==> config.mk <==
export PLATFORM = sky130hd
export DESIGN_NAME = bc_pixel_adjust
export DESIGN_NICKNAME = d
export VERILOG_FILES = /design/src/rtl/bc_pkg.sv /design/src/rtl/bc_channel.sv /design/src/rtl/bc_pixel_adjust.sv
export SDC_FILE = /design/constraint.sdc
export NUM_CORES = 1
export LEC_CHECK = 0
export ABC_AREA = 1
export CAP_MARGIN = 20
export CORE_ASPECT_RATIO = 0.9
export CORE_MARGIN = 2
export CORE_UTILIZATION = 55
export DETAILED_ROUTE_END_ITERATION = 6
export GPL_TIMING_DRIVEN = 0
export PLACE_DENSITY = 0.85
export SLEW_MARGIN = 20
export SYNTH_ARGS = -nofsm -noshare
export SYNTH_HDL_FRONTEND = slang
export SYNTH_SLANG_ARGS = --single-unit
==> constraint.sdc <==
create_clock -name clk -period 6.8 [get_ports clk]
set_input_delay 2.04 -clock clk [delete_from_list [all_inputs] [get_ports clk]]
set_output_delay 2.04 -clock clk [all_outputs]
set_load 0.1 [all_outputs]
==> src/rtl/bc_pkg.sv <==
// Shared constants, level types and the saturating step helper for the brightness/contrast stage.
package bc_pkg;
  localparam int DW_DEF      = 8;
  localparam int B_STEP_DEF  = 16;
  localparam int B_MAX_DEF   = 128;
  localparam int G_UNITY_DEF = 16;
  localparam int G_STEP_DEF  = 2;
  localparam int G_MIN_DEF   = 4;
  localparam int G_MAX_DEF   = 48;
  localparam int PIPE_LAT    = 3;

  localparam int OFF_W  = 9;
  localparam int GAIN_W = 6;
  localparam int FRAC_W = 4;  // gain is Q2.4

  typedef logic signed [OFF_W-1:0] offset_t;
  typedef logic        [GAIN_W-1:0] gain_t;

  // Step a level up or down by one increment, clamped to [lo, hi]; both or neither holds.
  function automatic int sat_step(int cur, logic up, logic dn, int step, int lo, int hi);
    int v;
    v = cur;
    if (up && !dn)      v = (cur + step > hi) ? hi : cur + step;
    else if (dn && !up) v = (cur - step < lo) ? lo : cur - step;
    return v;
  endfunction
endpackage

==> src/rtl/bc_channel.sv <==
// One colour channel of the brightness/contrast pipeline: centre, scale, offset, clamp (3 stages).
module bc_channel
  import bc_pkg::*;
#(
  parameter int DW = DW_DEF
) (
  input  logic          clk,
  input  logic          rst,
  input  logic          bypass,
  input  offset_t       offset,
  input  gain_t         gain,
  input  logic [DW-1:0] pix_in,
  output logic [DW-1:0] pix_out
);
  localparam int D_W     = DW + 1;
  localparam int P_W     = D_W + GAIN_W;
  localparam int S_W     = DW + 4;
  localparam int MID     = 2 ** (DW - 1);
  localparam int PIX_MAX = 2 ** DW - 1;

  logic signed [D_W-1:0] d_c, d1;
  logic signed [P_W-1:0] p_c, q_c;
  logic signed [S_W-1:0] s_c, s2;
  logic        [DW-1:0]  raw1, raw2, clamp_c;
  logic                  byp1, byp2;
  offset_t               off1;
  gain_t                 gain1;

  always_comb begin
    d_c = D_W'($signed({1'b0, pix_in}) - MID);
    p_c = P_W'(d1) * P_W'($signed({1'b0, gain1}));
    q_c = p_c >>> FRAC_W;  // arithmetic shift floors toward -inf
    s_c = S_W'(q_c) + S_W'(MID) + S_W'(off1);
    if (s2[S_W-1])                   clamp_c = '0;
    else if (s2 > S_W'(PIX_MAX))     clamp_c = DW'(PIX_MAX);
    else                             clamp_c = s2[DW-1:0];
  end

  // NOTE: datapath registers are reset too, so a mid-frame reset drives clean zeros out at once.
  always_ff @(posedge clk or negedge rst) begin
    if (!rst) begin
      d1      <= '0;
      raw1    <= '0;
      byp1    <= 1'b0;
      off1    <= '0;
      gain1   <= '0;
      s2      <= '0;
      raw2    <= '0;
      byp2    <= 1'b0;
      pix_out <= '0;
    end else begin
      d1      <= d_c;
      raw1    <= pix_in;
      byp1    <= bypass;
      off1    <= offset;
      gain1   <= gain;
      s2      <= s_c;
      raw2    <= raw1;
      byp2    <= byp1;
      pix_out <= byp2 ? raw2 : clamp_c;
    end
  end
endmodule

==> src/rtl/bc_pixel_adjust.sv <==
// Brightness/contrast level registers plus the 3-stage RGB adjust pipeline.
// Define BC_FRAME_SYNC_EN to defer level changes to the next frame start (in_valid & in_vsync).
module bc_pixel_adjust
  import bc_pkg::*;
#(
  parameter int DW      = DW_DEF,
  parameter int B_STEP  = B_STEP_DEF,
  parameter int B_MAX   = B_MAX_DEF,
  parameter int G_UNITY = G_UNITY_DEF,
  parameter int G_STEP  = G_STEP_DEF,
  parameter int G_MIN   = G_MIN_DEF,
  parameter int G_MAX   = G_MAX_DEF
) (
  input  logic          clk,
  input  logic          rst,
  input  logic          en_b,
  input  logic          binc,
  input  logic          bdec,
  input  logic          cinc,
  input  logic          cdec,
  input  logic          in_valid,
  input  logic          in_vsync,
  input  logic [DW-1:0] in_r,
  input  logic [DW-1:0] in_g,
  input  logic [DW-1:0] in_b,
  output logic          out_valid,
  output logic          out_vsync,
  output logic [DW-1:0] out_r,
  output logic [DW-1:0] out_g,
  output logic [DW-1:0] out_b,
  output offset_t       b_level,
  output gain_t         c_level
);
  offset_t b_act, b_base, b_nxt, b_use;
  gain_t   c_act, c_base, c_nxt, c_use;
  logic    bypass;
  logic [PIPE_LAT-1:0] vld_sr, vs_sr;

  assign bypass = ~en_b;

  always_comb begin
    b_nxt = offset_t'(sat_step(int'(b_base), en_b & binc, en_b & bdec, B_STEP, -B_MAX, B_MAX));
    c_nxt = gain_t'(sat_step(int'(c_base), en_b & cinc, en_b & cdec, G_STEP, G_MIN, G_MAX));
  end

`ifdef BC_FRAME_SYNC_EN
  offset_t b_pend;
  gain_t   c_pend;
  logic    frame_load;

  assign frame_load = in_valid & in_vsync;
  assign b_base     = b_pend;
  assign c_base     = c_pend;
  // The frame-start pixel already uses the levels it loads.
  assign b_use      = frame_load ? b_pend : b_act;
  assign c_use      = frame_load ? c_pend : c_act;

  always_ff @(posedge clk or negedge rst) begin
    if (!rst) begin
      b_pend <= '0;
      c_pend <= gain_t'(G_UNITY);
      b_act  <= '0;
      c_act  <= gain_t'(G_UNITY);
    end else begin
      b_pend <= b_nxt;
      c_pend <= c_nxt;
      if (frame_load) begin
        b_act <= b_pend;
        c_act <= c_pend;
      end
    end
  end
`else
  assign b_base = b_act;
  assign c_base = c_act;
  assign b_use  = b_act;
  assign c_use  = c_act;

  always_ff @(posedge clk or negedge rst) begin
    if (!rst) begin
      b_act <= '0;
      c_act <= gain_t'(G_UNITY);
    end else begin
      b_act <= b_nxt;
      c_act <= c_nxt;
    end
  end
`endif

  assign b_level = b_act;
  assign c_level = c_act;

  always_ff @(posedge clk or negedge rst) begin
    if (!rst) begin
      vld_sr <= '0;
      vs_sr  <= '0;
    end else begin
      vld_sr <= {vld_sr[PIPE_LAT-2:0], in_valid};
      vs_sr  <= {vs_sr[PIPE_LAT-2:0], in_vsync};
    end
  end

  assign out_valid = vld_sr[PIPE_LAT-1];
  assign out_vsync = vs_sr[PIPE_LAT-1];

  bc_channel #(.DW(DW)) u_ch_r (
    .clk(clk), .rst(rst), .bypass(bypass), .offset(b_use), .gain(c_use),
    .pix_in(in_r), .pix_out(out_r)
  );
  bc_channel #(.DW(DW)) u_ch_g (
    .clk(clk), .rst(rst), .bypass(bypass), .offset(b_use), .gain(c_use),
    .pix_in(in_g), .pix_out(out_g)
  );
  bc_channel #(.DW(DW)) u_ch_b (
    .clk(clk), .rst(rst), .bypass(bypass), .offset(b_use), .gain(c_use),
    .pix_in(in_b), .pix_out(out_b)
  );
endmodule

* After elaboration in Yosys (flattened, before gate mapping) *
Cells that the tools add are included.

storage, ports and cells
  memory bits (read-only) = 0
  output and inout port bits = 41
  logic and storage cells = 78
  bits in latches = 0
  bits in writable memories = 0
  memories = 0
  input port bits = 33
  flip-flop bits (word level) = 173

operators by class
  $mul = 3
  multiplexer cells = 17
  divide/modulo/power cells = 0
  reductions and logical operators = 10
  $lt $le $gt $ge = 7
  add/sub/neg operators = 13
  bitwise operators = 5
  eq/ne operators = 0
  shift-type cells = 0

operators with widths
  operator                                                         count
  two-way mux 8 bit                                                9
  multiplier 9 x 7 -> 15 bit                                       3
  adder 11 x 9 -> 12 bit (second input constant)                   3
  adder 12 x 9 -> 12 bit                                           3
  greater-than comparator 12 x 9 -> 1 bit (second input constant)  3
  two-way mux 9 bit                                                4
  subtractor 8 x 8 -> 9 bit (second input constant)                3
  two-way mux 6 bit                                                4
  adder 9 x 6 -> 10 bit (second input constant)                    1
  greater-than comparator 10 x 9 -> 1 bit (second input constant)  1
  less-than comparator 10 x 8 -> 1 bit (second input constant)     1
  subtractor 9 x 6 -> 10 bit (second input constant)               1
  adder 6 x 2 -> 7 bit (second input constant)                     1
  greater-than comparator 7 x 6 -> 1 bit (second input constant)   1
  less-than comparator 7 x 4 -> 1 bit (second input constant)      1
  subtractor 6 x 2 -> 7 bit (second input constant)                1
  bitwise AND 1 bit                                                4
  logical AND 1 bit                                                4
  zero test 1 bit                                                  4
  nonzero test 2 bit                                               2
  NOT 1 bit                                                        1

* Longest topological paths before layout *
  word-level depth = 5
  mapped depth = 28

* Cells and area by module *
Synthesis repeated with hierarchy kept, for this count alone.

unflattened totals
  cell total of the unflattened synthesis = 1762
  area, all modules = 14189.9 µm²

by module, submodules not included
  module                cells an instance  sequential area each (µm²)  times used  area an instance (µm²)
  bc_channel at u_ch_b  529                1351.3                      1           4335.4
  bc_channel at u_ch_g  529                1351.3                      1           4324.1
  bc_channel at u_ch_r  524                1351.3                      1           4316.6
  bc_pixel_adjust       180                401.6                       1           1213.7

* Least setup slack after synthesis *
Ideal clock, no wire load.

  kind = register -> register
  start = register u_ch_b.gain1[1]
  end = register u_ch_b.s2[11]
  cell stages (with the launch flop) = 24
  path buffers = 1
  setup time = 0.117 ns
  data arrival time = 4.784 ns
  setup slack = 1.899 ns
  period minus slack after synthesis = 4.901 ns
  path through = dfrtp_1 clkbuf_1 nand2_1 inv_1 fa_1 inv_1 fa_1 fa_1 inv_1 ha_1 ha_1 a21oi_1 o21ai_0 a21oi_1 nand2_1 nand2_1 nand2_1 ha_1 ha_1 inv_1 nor3_1 o21ai_1 nand4_1 nand2_1

on the way
  cells in the longest elaborated chain, start to end = 3

ends and longest elaborated chain
  item                        RTL line          text
  start, declared             bc_channel.sv:27  gain_t gain1;
  start signal, assigned      bc_channel.sv:56  gain1 <= gain;
  multiplier 9 x 7 -> 15 bit  bc_channel.sv:31  p_c = P_W'(d1) * P_W'($signed({1'b0, gain1}));
  adder 11 x 9 -> 12 bit      bc_channel.sv:33  s_c = S_W'(q_c) + S_W'(MID) + S_W'(off1);
  adder 12 x 9 -> 12 bit      bc_channel.sv:33
  via u_ch_b.s_c[11]          bc_channel.sv:23  logic signed [S_W-1:0] s_c, s2;
  end signal, assigned        bc_channel.sv:47  s2 <= '0;
  end signal, assigned        bc_channel.sv:57  s2 <= s_c;
  end, declared               bc_channel.sv:23

The timed path passes the listed nets, and every way through them passes these cells.
A chain may end at the register's enable or synchronous reset.

==> results.ini <==
[global_routing]
grt_overflow_total = 0
grt_pass1_wl_mm = 42.5
grt_pass1_vias = 9029
grt_start_max_net_pins = 92
grt_antenna_before_repair = 0
track_usage = 0.243

[worst_setup_path]
startpoint_type = register
critPathCaptureType = register
worstPathArrival_ps = 6210
crit_type = reg2reg
critPathMaxFanout = 10
cp.required_ps = 7150

[sta]
min_period_ps = 5860
finalHoldViolations = 0
worst_pin_slew_ps = 1010
rsz0062_at_grt = no
setup_viol = 0
relSlewSlack = 0.325
maxSlewViolCount = 0
skew_ps = 14.8
max_freq_mhz = 171
post-route-period-util = 0.861
whs_ps = 354

[clock_network]
postCtsHoldBufs = 0
cts_tree = done
cts_root_buf = clkbuf_16
post-cts-setup-buffer-count = 0
cts_made_buffers = 17
post_cts_resized = 0
clock_latency_ps = 440
clk_path_buf_depth = 2
clkSlewWorstSetupHoldPaths_ps = 60
h-tree-depth = 4
clock_sink_count = 139

[drt]
num_vias = 9234
drc = 0
post_drt_wl_per_cell_um = 13.9
first_iter_violations = 622
drtAntennaViolNets = 0
first_pass_iters = 6
viasPerCell = 5.05
drt-total-wl_mm = 25.5

[yosys]
async_flop_share = 1.00
syn_avg_cell_area_um2 = 8.26
synth_flop_cell = dfrtp_1
yosys_register_bits = 139
mappedNetlistArea_um2 = 11700
ys_top_cells_by_area = dfrtp_1 30%, ha_1 18%, fa_1 13%
synth_cells = 1415
yosysTopAreaCellShare = 0.295
ys_warn_count = 0
yosysUniqueCellTypes = 41
synth-seq-area-share = 0.298
synth_edf_count = 0
synth_top_area_cell = dfrtp_1

[floorplan]
initial_core_util = 0.561
core_area_um2 = 20800
fp.dieH_um = 142
dieArea_um2 = 22400
io_pins = 74
die_w_um = 158
row_count = 50

[cells_and_area]
final_common_cell = nand2_1
mostFrequentLayoutCells = 390 x nand2_1, 301 x inv_1, 166 x ha_1
syn_to_final_growth_pct = 15.0
n_antenna_cell = 0
finalNetCount = 1802
final_layout_size_suffix_gt1_frac = 0.0461
fin_area_um2 = 13400

[run_status]
status = complete, no violations

[flow_run]
cap_violations = 0

[placed_design]
post-dp-hpwl_mm = 19.3
portBuffers = 68
gp_congestion = 0.891
dpl_cell_area_um2 = 12900

[min_path]
hold_class = reg2reg

worst max-delay path, stage by stage (launching register included):
cell      delay (ps)
dfrtp_1          380
clkbuf_1         580
nand2_1          270
fa_1             630
fa_1             570
inv_1             60
fa_1             480
ha_1             300
ha_1             380
nand2_1          100
nor3_1           270
o21ai_1          190
nand4_1          130
nand2_1           70
ha_1             280
ha_1             380
inv_2             50
nor3_1           290
o21ai_1          120
nand3_1          110
xnor2_1          130
worst paths after layout:
| path | end | from | slack [ps] | cells after the start |
|---|---|---|---|---|
| setup / recovery | u_ch_r.s2[11] | u_ch_b.gain1[1] | 940 | 20 |
| hold / removal | vs_sr[2] | vs_sr[1] | 350 | 0 |
| setup reg to reg | u_ch_r.s2[11] | u_ch_b.gain1[1] | 940 | 20 |
| hold reg to reg | vs_sr[2] | vs_sr[1] | 350 | 0 |
| max in group asynchronous | c_level[4] | rst | 4530 | 2 |
| min in group asynchronous | u_ch_g.pix_out[7] | rst | 1490 | 1 |
logic make-up (layout without fill, tap and decap cells):
family,Yosys count,in the layout,synth area share
AO/OA/AOI/OAI,118,118,0.0587
XOR/XNOR,50,50,0.0375
adder cells (fa/ha/maj),241,241,0.306
buffers and inverters,331,432,0.109
flip-flops,139,139,0.298
other,1,26,0.000321
AND/OR/NAND/NOR,535,535,0.190
registers in the layout (all words and copies together), names as in the netlist, 8 cells and up:
signal          count
u_ch_r.pix_out      8
u_ch_b.d1           8
u_ch_r.d1           8
u_ch_b.raw2         8
u_ch_g.pix_out      8
u_ch_b.pix_out      8
u_ch_r.raw2         8
u_ch_g.s2          12
u_ch_r.s2          12
u_ch_g.d1           8
u_ch_g.raw2         8
u_ch_b.s2          12
layer usage:
| layer | GRT usage | vias up | part of all wire |
|---|---|---|---|
| met3 | 0.0545 | 67 | 0.070 |
| met4 | 0.0866 | 0 | 0.027 |
| li1 | - | 4566 | - |
| met2 | 0.418 | 291 | 0.48 |
| met5 | 0 | - | 0 |
| met1 | 0.302 | 4310 | 0.42 |
cell type report:
class | count | area [µm²]
Multi-Input combinational cell | 970 | 7020
Timing Repair Buffer | 69 | 713
Clock buffer | 17 | 425
Clock inverter | 15 | 159
Inverter | 307 | 1150
Sequential cell | 139 | 3480
Fill cell | 1661 | 7390
Buffer | 24 | 126
Tap cell | 286 | 358
Yosys cell counts, drive strengths merged (3+ instances only):
cell type and count:
buf 9, o21bai 7, xor2 40, a21o 4
a21oi 45, or3 3, o21a 3, xnor2 10
o21ai 44, nor2 35, nand2 395, nor3 10
a31oi 10, inv 307, nand4 20, clkbuf 15
ha 166, dfrtp 138, nand3 66, or2 4
fa 75
through the flow:
stage | instances | TNS (ps) | util | setup slack [ps]
floorplan | 1440 | 0 | - | 1900
global placement | 1794 | -222990 | 0.615 | -1630
detailed placement | 1795 | 0 | 0.617 | 1080
CTS | 1827 | 0 | 0.645 | 1040
global route | 1827 | 0 | 0.645 | 649
finish | 1827 | 0 | 0.645 | 942
Power is left out: the tool's default activity adds up to more than one toggle a clock period on the data nets, which glitch-free logic cannot reach.
